===== src/rtl/dsm_ctrl_pkg.sv =====
// ============================================================================
// dsm_ctrl_pkg : shared state encoding and default widths for the DSM
//                decimation run-control sequencer.
// Revision     : 1.0
// ============================================================================
`default_nettype none

package dsm_ctrl_pkg;

  localparam int DEF_DW    = 40;
  localparam int DEF_CNT_W = 16;

  typedef enum logic [2:0] {
    S_IDLE   = 3'd0,
    S_FLUSH  = 3'd1,
    S_SETTLE = 3'd2,
    S_RUN    = 3'd3,
    S_DRAIN  = 3'd4
  } state_t;

endpackage

`default_nettype wire


===== src/rtl/dsm_pair_detect.sv =====
// ============================================================================
// dsm_pair_detect : the filter strobes valid twice per decimated sample
//                   (average, then raw). Only the first of each pair is a primary.
// Revision        : 1.0
// ============================================================================
`default_nettype none

module dsm_pair_detect (
  input  logic clk,
  input  logic reset,
  input  logic clr,
  input  logic valid,
  output logic primary
);

  logic phase_q;
  logic phase_d;

  always_comb begin
    phase_d = 1'b0;
    if (!clr && valid && !phase_q) phase_d = 1'b1;
  end

  assign primary = valid && !phase_q && !clr;

  always_ff @(posedge clk) begin
    if (reset) phase_q <= 1'b0;
    else       phase_q <= phase_d;
  end

endmodule

`default_nettype wire


===== src/rtl/dsm_decim_ctrl.sv =====
// ============================================================================
// dsm_decim_ctrl : run-control sequencer for the CIC + averaging-FIR chain.
//                  Flush, settle, forward over valid/ready, burst or continuous.
// Build option   : DSM_CTRL_WATCHDOG_EN adds a sticky restart-on-stall watchdog.
// Revision       : 1.0
// ============================================================================
`default_nettype none

module dsm_decim_ctrl
  import dsm_ctrl_pkg::*;
#(
  parameter int DW        = DEF_DW,
  parameter int CNT_W     = DEF_CNT_W,
  parameter int FLUSH_CYC = 4,
  parameter int SETTLE    = 128,
  parameter int WD_CYC    = 4096
) (
  input  logic             clk,
  input  logic             reset,
  input  logic             start,
  input  logic             stop,
  input  logic [CNT_W-1:0] burst_len,
  output logic             filt_rst,
  input  logic [DW-1:0]    filt_data,
  input  logic             filt_valid,
  output logic [DW-1:0]    m_data,
  output logic             m_valid,
  input  logic             m_ready,
  output logic             busy,
  output logic             settled,
  output logic             overflow,
  input  logic             clr_ovf,
  output logic [CNT_W-1:0] sample_cnt,
  output logic             wd_err
);

  localparam int FL_W = $clog2(FLUSH_CYC + 1);
  localparam int ST_W = $clog2(SETTLE + 1);

  state_t           state_q, state_d;
  logic [FL_W-1:0]  flush_cnt_q, flush_cnt_d;
  logic [ST_W-1:0]  settle_cnt_q, settle_cnt_d;
  logic [CNT_W-1:0] burst_q, burst_d;
  logic [CNT_W-1:0] sample_cnt_q, sample_cnt_d;
  logic [DW-1:0]    m_data_q, m_data_d;
  logic             m_valid_q, m_valid_d;
  logic             overflow_q, overflow_d;
  logic             filt_rst_q, filt_rst_d;
  logic             busy_q, busy_d;
  logic             settled_q, settled_d;
  logic             primary;

  dsm_pair_detect u_pair (
    .clk     (clk),
    .reset   (reset),
    .clr     (state_q == S_FLUSH),
    .valid   (filt_valid),
    .primary (primary)
  );

`ifdef DSM_CTRL_WATCHDOG_EN
  localparam int WD_W = $clog2(WD_CYC + 1);
  logic [WD_W-1:0] wd_cnt_q, wd_cnt_d;
  logic            wd_err_q, wd_err_d;
`endif

  always_comb begin
    state_d      = state_q;
    flush_cnt_d  = flush_cnt_q;
    settle_cnt_d = settle_cnt_q;
    burst_d      = burst_q;
    sample_cnt_d = sample_cnt_q;
    m_data_d     = m_data_q;
    m_valid_d    = m_valid_q;
    overflow_d   = overflow_q;
`ifdef DSM_CTRL_WATCHDOG_EN
    wd_cnt_d     = wd_cnt_q;
    wd_err_d     = wd_err_q;
`endif

    if (m_valid_q && m_ready) m_valid_d = 1'b0;
    if (clr_ovf)              overflow_d = 1'b0;

    case (state_q)
      S_IDLE: begin
        if (start && !stop) begin
          state_d      = S_FLUSH;
          flush_cnt_d  = '0;
          burst_d      = burst_len;
          sample_cnt_d = '0;
`ifdef DSM_CTRL_WATCHDOG_EN
          wd_err_d     = 1'b0;
`endif
        end
      end
      S_FLUSH: begin
        if (stop) begin
          state_d = S_IDLE;
        end else if (flush_cnt_q == FL_W'(FLUSH_CYC - 1)) begin
          state_d      = S_SETTLE;
          settle_cnt_d = '0;
        end else begin
          flush_cnt_d = flush_cnt_q + FL_W'(1);
        end
      end
      S_SETTLE: begin
        if (stop) begin
          state_d = S_IDLE;
        end else if (primary) begin
          // The pulse that completes the FIR window is itself discarded.
          if (settle_cnt_q == ST_W'(SETTLE - 1)) state_d = S_RUN;
          else settle_cnt_d = settle_cnt_q + ST_W'(1);
        end
      end
      S_RUN: begin
        if (stop) begin
          state_d = S_DRAIN;
        end else if (primary) begin
          if (!m_valid_q || m_ready) begin
            m_data_d  = filt_data;
            m_valid_d = 1'b1;
            if (sample_cnt_q != {CNT_W{1'b1}}) sample_cnt_d = sample_cnt_q + CNT_W'(1);
            if (burst_q != '0 && sample_cnt_d == burst_q) state_d = S_DRAIN;
          end else begin
            overflow_d = 1'b1;
          end
        end
      end
      S_DRAIN: begin
        if (!m_valid_q) state_d = S_IDLE;
      end
      default: state_d = S_IDLE;
    endcase

`ifdef DSM_CTRL_WATCHDOG_EN
    // Counter only runs while parked in SETTLE/RUN; any state change restarts it.
    if ((state_q == S_SETTLE || state_q == S_RUN) && state_d == state_q) begin
      if (primary) begin
        wd_cnt_d = '0;
      end else if (wd_cnt_q == WD_W'(WD_CYC - 1)) begin
        wd_err_d     = 1'b1;
        state_d      = S_FLUSH;
        flush_cnt_d  = '0;
        sample_cnt_d = '0;
        wd_cnt_d     = '0;
      end else begin
        wd_cnt_d = wd_cnt_q + WD_W'(1);
      end
    end else begin
      wd_cnt_d = '0;
    end
`endif

    filt_rst_d = !(state_d == S_SETTLE || state_d == S_RUN);
    busy_d     = (state_d != S_IDLE);
    settled_d  = (state_d == S_RUN);
  end

  always_ff @(posedge clk) begin
    if (reset) begin
      state_q      <= S_IDLE;
      flush_cnt_q  <= '0;
      settle_cnt_q <= '0;
      burst_q      <= '0;
      sample_cnt_q <= '0;
      m_data_q     <= '0;
      m_valid_q    <= 1'b0;
      overflow_q   <= 1'b0;
      filt_rst_q   <= 1'b1;
      busy_q       <= 1'b0;
      settled_q    <= 1'b0;
`ifdef DSM_CTRL_WATCHDOG_EN
      wd_cnt_q     <= '0;
      wd_err_q     <= 1'b0;
`endif
    end else begin
      state_q      <= state_d;
      flush_cnt_q  <= flush_cnt_d;
      settle_cnt_q <= settle_cnt_d;
      burst_q      <= burst_d;
      sample_cnt_q <= sample_cnt_d;
      m_data_q     <= m_data_d;
      m_valid_q    <= m_valid_d;
      overflow_q   <= overflow_d;
      filt_rst_q   <= filt_rst_d;
      busy_q       <= busy_d;
      settled_q    <= settled_d;
`ifdef DSM_CTRL_WATCHDOG_EN
      wd_cnt_q     <= wd_cnt_d;
      wd_err_q     <= wd_err_d;
`endif
    end
  end

  assign filt_rst   = filt_rst_q;
  assign m_data     = m_data_q;
  assign m_valid    = m_valid_q;
  assign busy       = busy_q;
  assign settled    = settled_q;
  assign overflow   = overflow_q;
  assign sample_cnt = sample_cnt_q;
`ifdef DSM_CTRL_WATCHDOG_EN
  assign wd_err     = wd_err_q;
`else
  // No watchdog built in: WD_CYC is inert and the error flag stays low.
  assign wd_err     = 1'b0 && (WD_CYC > 0);
`endif

endmodule

`default_nettype wire


===== config.mk =====
export PLATFORM = sky130hd
export DESIGN_NAME = dsm_decim_ctrl
export DESIGN_NICKNAME = d
export VERILOG_FILES = /design/src/rtl/dsm_ctrl_pkg.sv /design/src/rtl/dsm_pair_detect.sv /design/src/rtl/dsm_decim_ctrl.sv
export SDC_FILE = /design/constraint.sdc
export NUM_CORES = 1
export LEC_CHECK = 0
export CELL_PAD_IN_SITES_DETAIL_PLACEMENT = 2
export CELL_PAD_IN_SITES_GLOBAL_PLACEMENT = 2
export CORE_MARGIN = 2
export CORE_UTILIZATION = 30
export CTS_BUF_LIST = sky130_fd_sc_hd__clkbuf_4
export CTS_CLUSTER_DIAMETER = 80
export CTS_CLUSTER_SIZE = 28
export DETAILED_ROUTE_END_ITERATION = 7
export GPL_TIMING_DRIVEN = 0
export PLACE_DENSITY = 0.95
export SLEW_MARGIN = 20
export SYNTH_ARGS = -nofsm -noshare
export SYNTH_HDL_FRONTEND = slang
export SYNTH_SLANG_ARGS = --single-unit

===== constraint.sdc =====
create_clock -name clk -period 6.65 [get_ports clk]
set_input_delay 1.33 -clock clk [delete_from_list [all_inputs] [get_ports clk]]
set_output_delay 1.33 -clock clk [all_outputs]
set_load 0.03 [all_outputs]

# Word level (Yosys, flattened, before mapping)
# Index checks and enable logic that the tools add are counted.
[classes] addsub=3 eq_ne=20 n_mux=43 bitwise=1 n_reduce_logical=25
[ops] operator="16-bit 2-to-1 mux" count=9
[ops] operator="3-bit 2-to-1 mux" count=14
[ops] operator="8-bit 2-to-1 mux" count=5
[ops] operator="16-bit case mux with 2 select lines" count=1
[ops] operator="2-bit != test (second input constant)" count=10
[ops] operator="16-bit by 1-bit adder with 16-bit output (second input constant)" count=1
[ops] operator="16-bit == test" count=1
[ops] operator="16-bit != test (second input constant)" count=1
[ops] operator="8-bit case mux with 2 select lines" count=1
[ops] operator="16-bit nonzero test" count=1
[ops] operator="3-bit by 2-bit == test with 1-bit output (second input constant)" count=5
[ops] operator="3-bit case mux with 5 select lines" count=1
[ops] operator="1-bit 2-to-1 mux" count=11
[ops] operator="8-bit by 1-bit adder with 8-bit output (second input constant)" count=1
[ops] operator="8-bit by 7-bit == test with 1-bit output (second input constant)" count=1
[ops] operator="4-bit AND reduction" count=2
[ops] operator="1-bit logical AND" count=7
[ops] operator="3-bit case mux with 2 select lines" count=1
[ops] operator="6-bit AND reduction" count=1
[ops] operator="2-bit nonzero test" count=3
[ops] operator="1-bit zero test" count=5
[ops] operator="5-bit AND reduction" count=1
[ops] operator="3-bit by 1-bit adder with 3-bit output (second input constant)" count=1
[ops] operator="3-bit by 1-bit == test with 1-bit output (second input constant)" count=1
[ops] operator="6 further kinds" count=7
[totals] reg_bits=92 in_bits=63 output_inout_bits=62 word_cells=104

# Logic depth before layout (Yosys ltp)
[depth] depth_word=16 mapped_depth=10 ltp_nobuf=10

# By module
# From an unflattened synthesis, not the netlist that was laid out.
[hier_totals] hier_cells=586 hier_area_um2=4506.8
[modules_own_cells] mod="dsm_decim_ctrl" instances=1 cells_each=583 area_per_inst_um2=4464.3 seq_area_each_um2=1821.7
[modules_own_cells] mod="dsm_pair_detect" instances=1 cells_each=3 area_per_inst_um2=42.5 seq_area_each_um2=20.0

# Worst setup path before layout
# OpenSTA, ideal clock, no wires.
[synth_path] path_type="in2reg" start="in stop" end="reg m_data_q[30], in the netlist m_data[30]" setup_ps=70 arrival_time_ps=2708 required_ps=6580 path_slack_ps=3872 cell_stages=8 n_path_buf=2 path_cell_list="nor2_1 nand3_1 or2_2 nor2_1 buf_2 buf_2 nand2_1 a21oi_1"
[synth_via] elab_chain_cells=2
[synth_rtl] item="start, declared" line="dsm_decim_ctrl.sv:21" rtl="input logic stop,"
[synth_rtl] item="1-bit NOT (no line)"
[synth_rtl] item="4-bit AND reduction (no line)"
[synth_rtl] item="end signal, assigned" line="dsm_decim_ctrl.sv:182" rtl="m_data_q <= m_data_d;"
[synth_rtl] item="end, declared" line="dsm_decim_ctrl.sv:45" rtl="logic [DW-1:0] m_data_q, m_data_d;"
# No other way between the ends.
# A chain may end at the register's enable or synchronous reset.

# Worst setup path after layout
[layout_path] start="in stop" end="reg m_data_q[33], in the netlist m_data[33]"
# The elaborated chain is that of the path after synthesis.

==> reports/results.txt <==
status: finished, final reports clean
clk_lat worst skew: 0.48 ns
end point of the critical path: m_data[33]
I/O pin cnt: 125
Post-Syn Nets: 623
Detailed Place HPWL: 12.93 mm
Synth cell types: 58
achievable clock frequency: 0.2709 GHz
number of setup buffers added after CTS: 0
vias in the first global route: 5,019
gpl congestion: 0.9539
async set-reset flop share out of synthesis: 0%
vias after detailed routing: 4,533
area occupied by multi-input gates: 2385 µm²
Hold Crit Class: flip-flop to flip-flop
critical path class: input port to flip-flop
largest net degree at the start of global routing: 18
critical path startpoint category: input port
top-count cell post-synth: nand2_1
slowest cell delay on critical path: 0.54 ns
R2R cell count: 9
maximum buffer depth of the clock tree: 2
cts repair resizes: 0
DRC errors left: 0
final hold slack: 0.4701 ns
GRT Residual Overflow: 0
max_slew headroom: 57.67%
most frequent cells after synthesis: nand2_1 (129), dfxtp_1 (92), a21oi_1 (82)
Die Ht: 124.8 µm
Req. time, crit path: 7.06 ns
Slew @ Worst Pin: 0.6326 ns
Synth warnings: 0
Worst R2R Start: sample_cnt[0]
register area: 1842 µm²
router iterations before antenna repair: 4
post-layout min period: 3.691 ns
unrepaired setup endpoints after global routing: false
worst reg2reg endpoint: busy
Setup TNS Final: 0 ns
top post-synthesis cells by area: dfxtp_1 (42%), nand2_1 (11%), a21oi_1 (9.4%)
Crit. End Element: flip-flop
Avg Inst Size Synth: 7.879 µm²
final-report hold violation count: 0
IO Port Bufs: 123
routed len/inst: 18.81 µm
Routed WL: 16.55 mm
synthesized cell area: 4380 µm²
Yosys top cell by area: dfxtp_1
global-route wire length before repair: 26.55 mm
critical-path cell list: clkdlybuf4s50_1, nor2_1, nand3_1, or2_2, nor2_1, buf_2, buf_2, nand2_1, a21oi_1
Core ar.: 14,420 µm²
# rows: 44
register area share after synthesis: 42.05%
post-layout power: 0.9991 mW
max-slew violation count: 0
CTS tree: built
initial antenna violation count: 1
Vias per Instance: 5.151
nets: 757
slowest stage cell, crit path: clkdlybuf4s50_1
R2R setup slack: 3.67 ns
root buf cell: clkbuf_4
GRT Overall Usage: 21.38%
CTS Hold Bufs: 0
Pwr per Cell Area: 166.7 nW/µm²
detailed router's first-iteration violation count: 144
Seq cells post-synth: 92
Mapped Cells: 556
H-tree depth: 3
total CTS buffers: 9
maximum vdd drop: 0.09058 mV
layout cells sized above 1: 6.763%
Routed Antenna Nets: 0
Post-synth EDFFs: 0
Most used DFF post-synth: dfxtp_1
Final setup viols: 0
Arrival @ worst endpoint: 4.10 ns
Area Growth Syn to Fin: 36.85%
Critical Path Start: stop
top cell type's share of synthesized area: 42.05%
# fillers: 1,664
Worst-path clk slew: 0.16 ns
worst-path maximum fanout: 10
clk_skew: 0.01606 ns
# clock sinks: 92
max-cap viol count: 0
Leak: 2.053 nW
chip width: 124.8 µm
Starting Density: 30.37%
period utilisation layout: 55.51%
Die Area: 15,580 µm²
==> power breakdown <==
part | switching, mW | internal, mW
Sequential | 0.00622 | 0.557
Clock | 0.225 | 0.121
Combinational | 0.0414 | 0.0487
Total | 0.273 | 0.727
==> flip-flops by register name, indices dropped and copies added, names as in the netlist <==
signal	count
m_valid	1
burst_q	16
u_pair.phase_q	1
m_data	40
settle_cnt_q	8
flush_cnt_q	3
settled	1
overflow	1
state_q	3
filt_rst	1
busy	1
sample_cnt	16
==> cells by family after synthesis <==
logic type / count (synthesis) / synth area share (%)
AOI/OAI and AO/OA: 121 / 16.68
xor gates and xnor gates: 25 / 4.999
adders and majority gates: 4 / 1.143
buffers and inverters: 37 / 3.513
DFF: 92 / 42.05
muxes: 5 / 1.143
other: 1 / 0.08561
and+or+nand+nor: 271 / 30.39
==> how the worst min path moves through the flow <==
stage | slack, ns | startpoint | to | depth (start not counted)
floorplan | 0.46 | flush_cnt_q[2] | flush_cnt_q[2] | 2
global placement | 0.44 | m_data[14] | m_data[14] | 2
detailed placement | 0.45 | m_data[30] | m_data[30] | 2
CTS | 0.48 | m_data[37] | m_data[37] | 2
global route | 0.50 | m_data[38] | m_data[38] | 2
finish | 0.47 | m_data[38] | m_data[38] | 2
==> cell usage in the layout (no fill, tap or decap), drive strengths merged, types with 4 or more instances in the layout <==
cell and n:
nand2 129, clkdlybuf4s50 123, dfxtp 92, a21oi 83, nor2 47, clkbuf 30, nor3 18, o21ai 16
xnor2 14, nand3 12, nand4 12, xor2 11, nor4 10, inv 9, buf 9, and3 8
nand2b 6, nor2b 5, nand3b 5, mux2i 5, a21o 4, ha 4
==> critical path, delay by kind of cell <==
family / cells / cell delay, ns
buf+inv: 3 / 1.17
compound gates: 1 / 0.13
simple gates: 5 / 1.45
==> metal layers <==
metal	global-route usage (%)	wire length (µm)
met1	23.27	6672
met3	7.345	1099
met2	39.44	8544
met4	5.621	232
met5	0	0
==> final cells by class <==
| class | instances | share of cell area, % |
|---|---|---|
| Clock inverter | 7 | 1.378 |
| Buffer | 30 | 2.129 |
| Sequential cell | 92 | 30.72 |
| Clock buffer | 9 | 1.127 |
| Timing Repair Buffer | 123 | 20.54 |
| Multi-Input combinational cell | 427 | 39.78 |
| Antenna cell | 1 | 0.04174 |
| Inverter | 7 | 0.4383 |
| Tap cell | 184 | 3.841 |
==> stage by stage <==
step / cell area [µm²] / utilization, % / setup slack (ns) / cells
after floorplan: 4380 / - / 3.872 / 556
after global placement: 5842 / 40.50 / 2.592 / 863
after detailed placement: 5842 / 40.50 / 2.470 / 863
after CTS: 5992 / 41.54 / 2.923 / 879
after global routing: 5995 / 41.56 / 2.861 / 880
final: 5995 / 41.56 / 2.959 / 880
(Power assumes the default switching activity.)
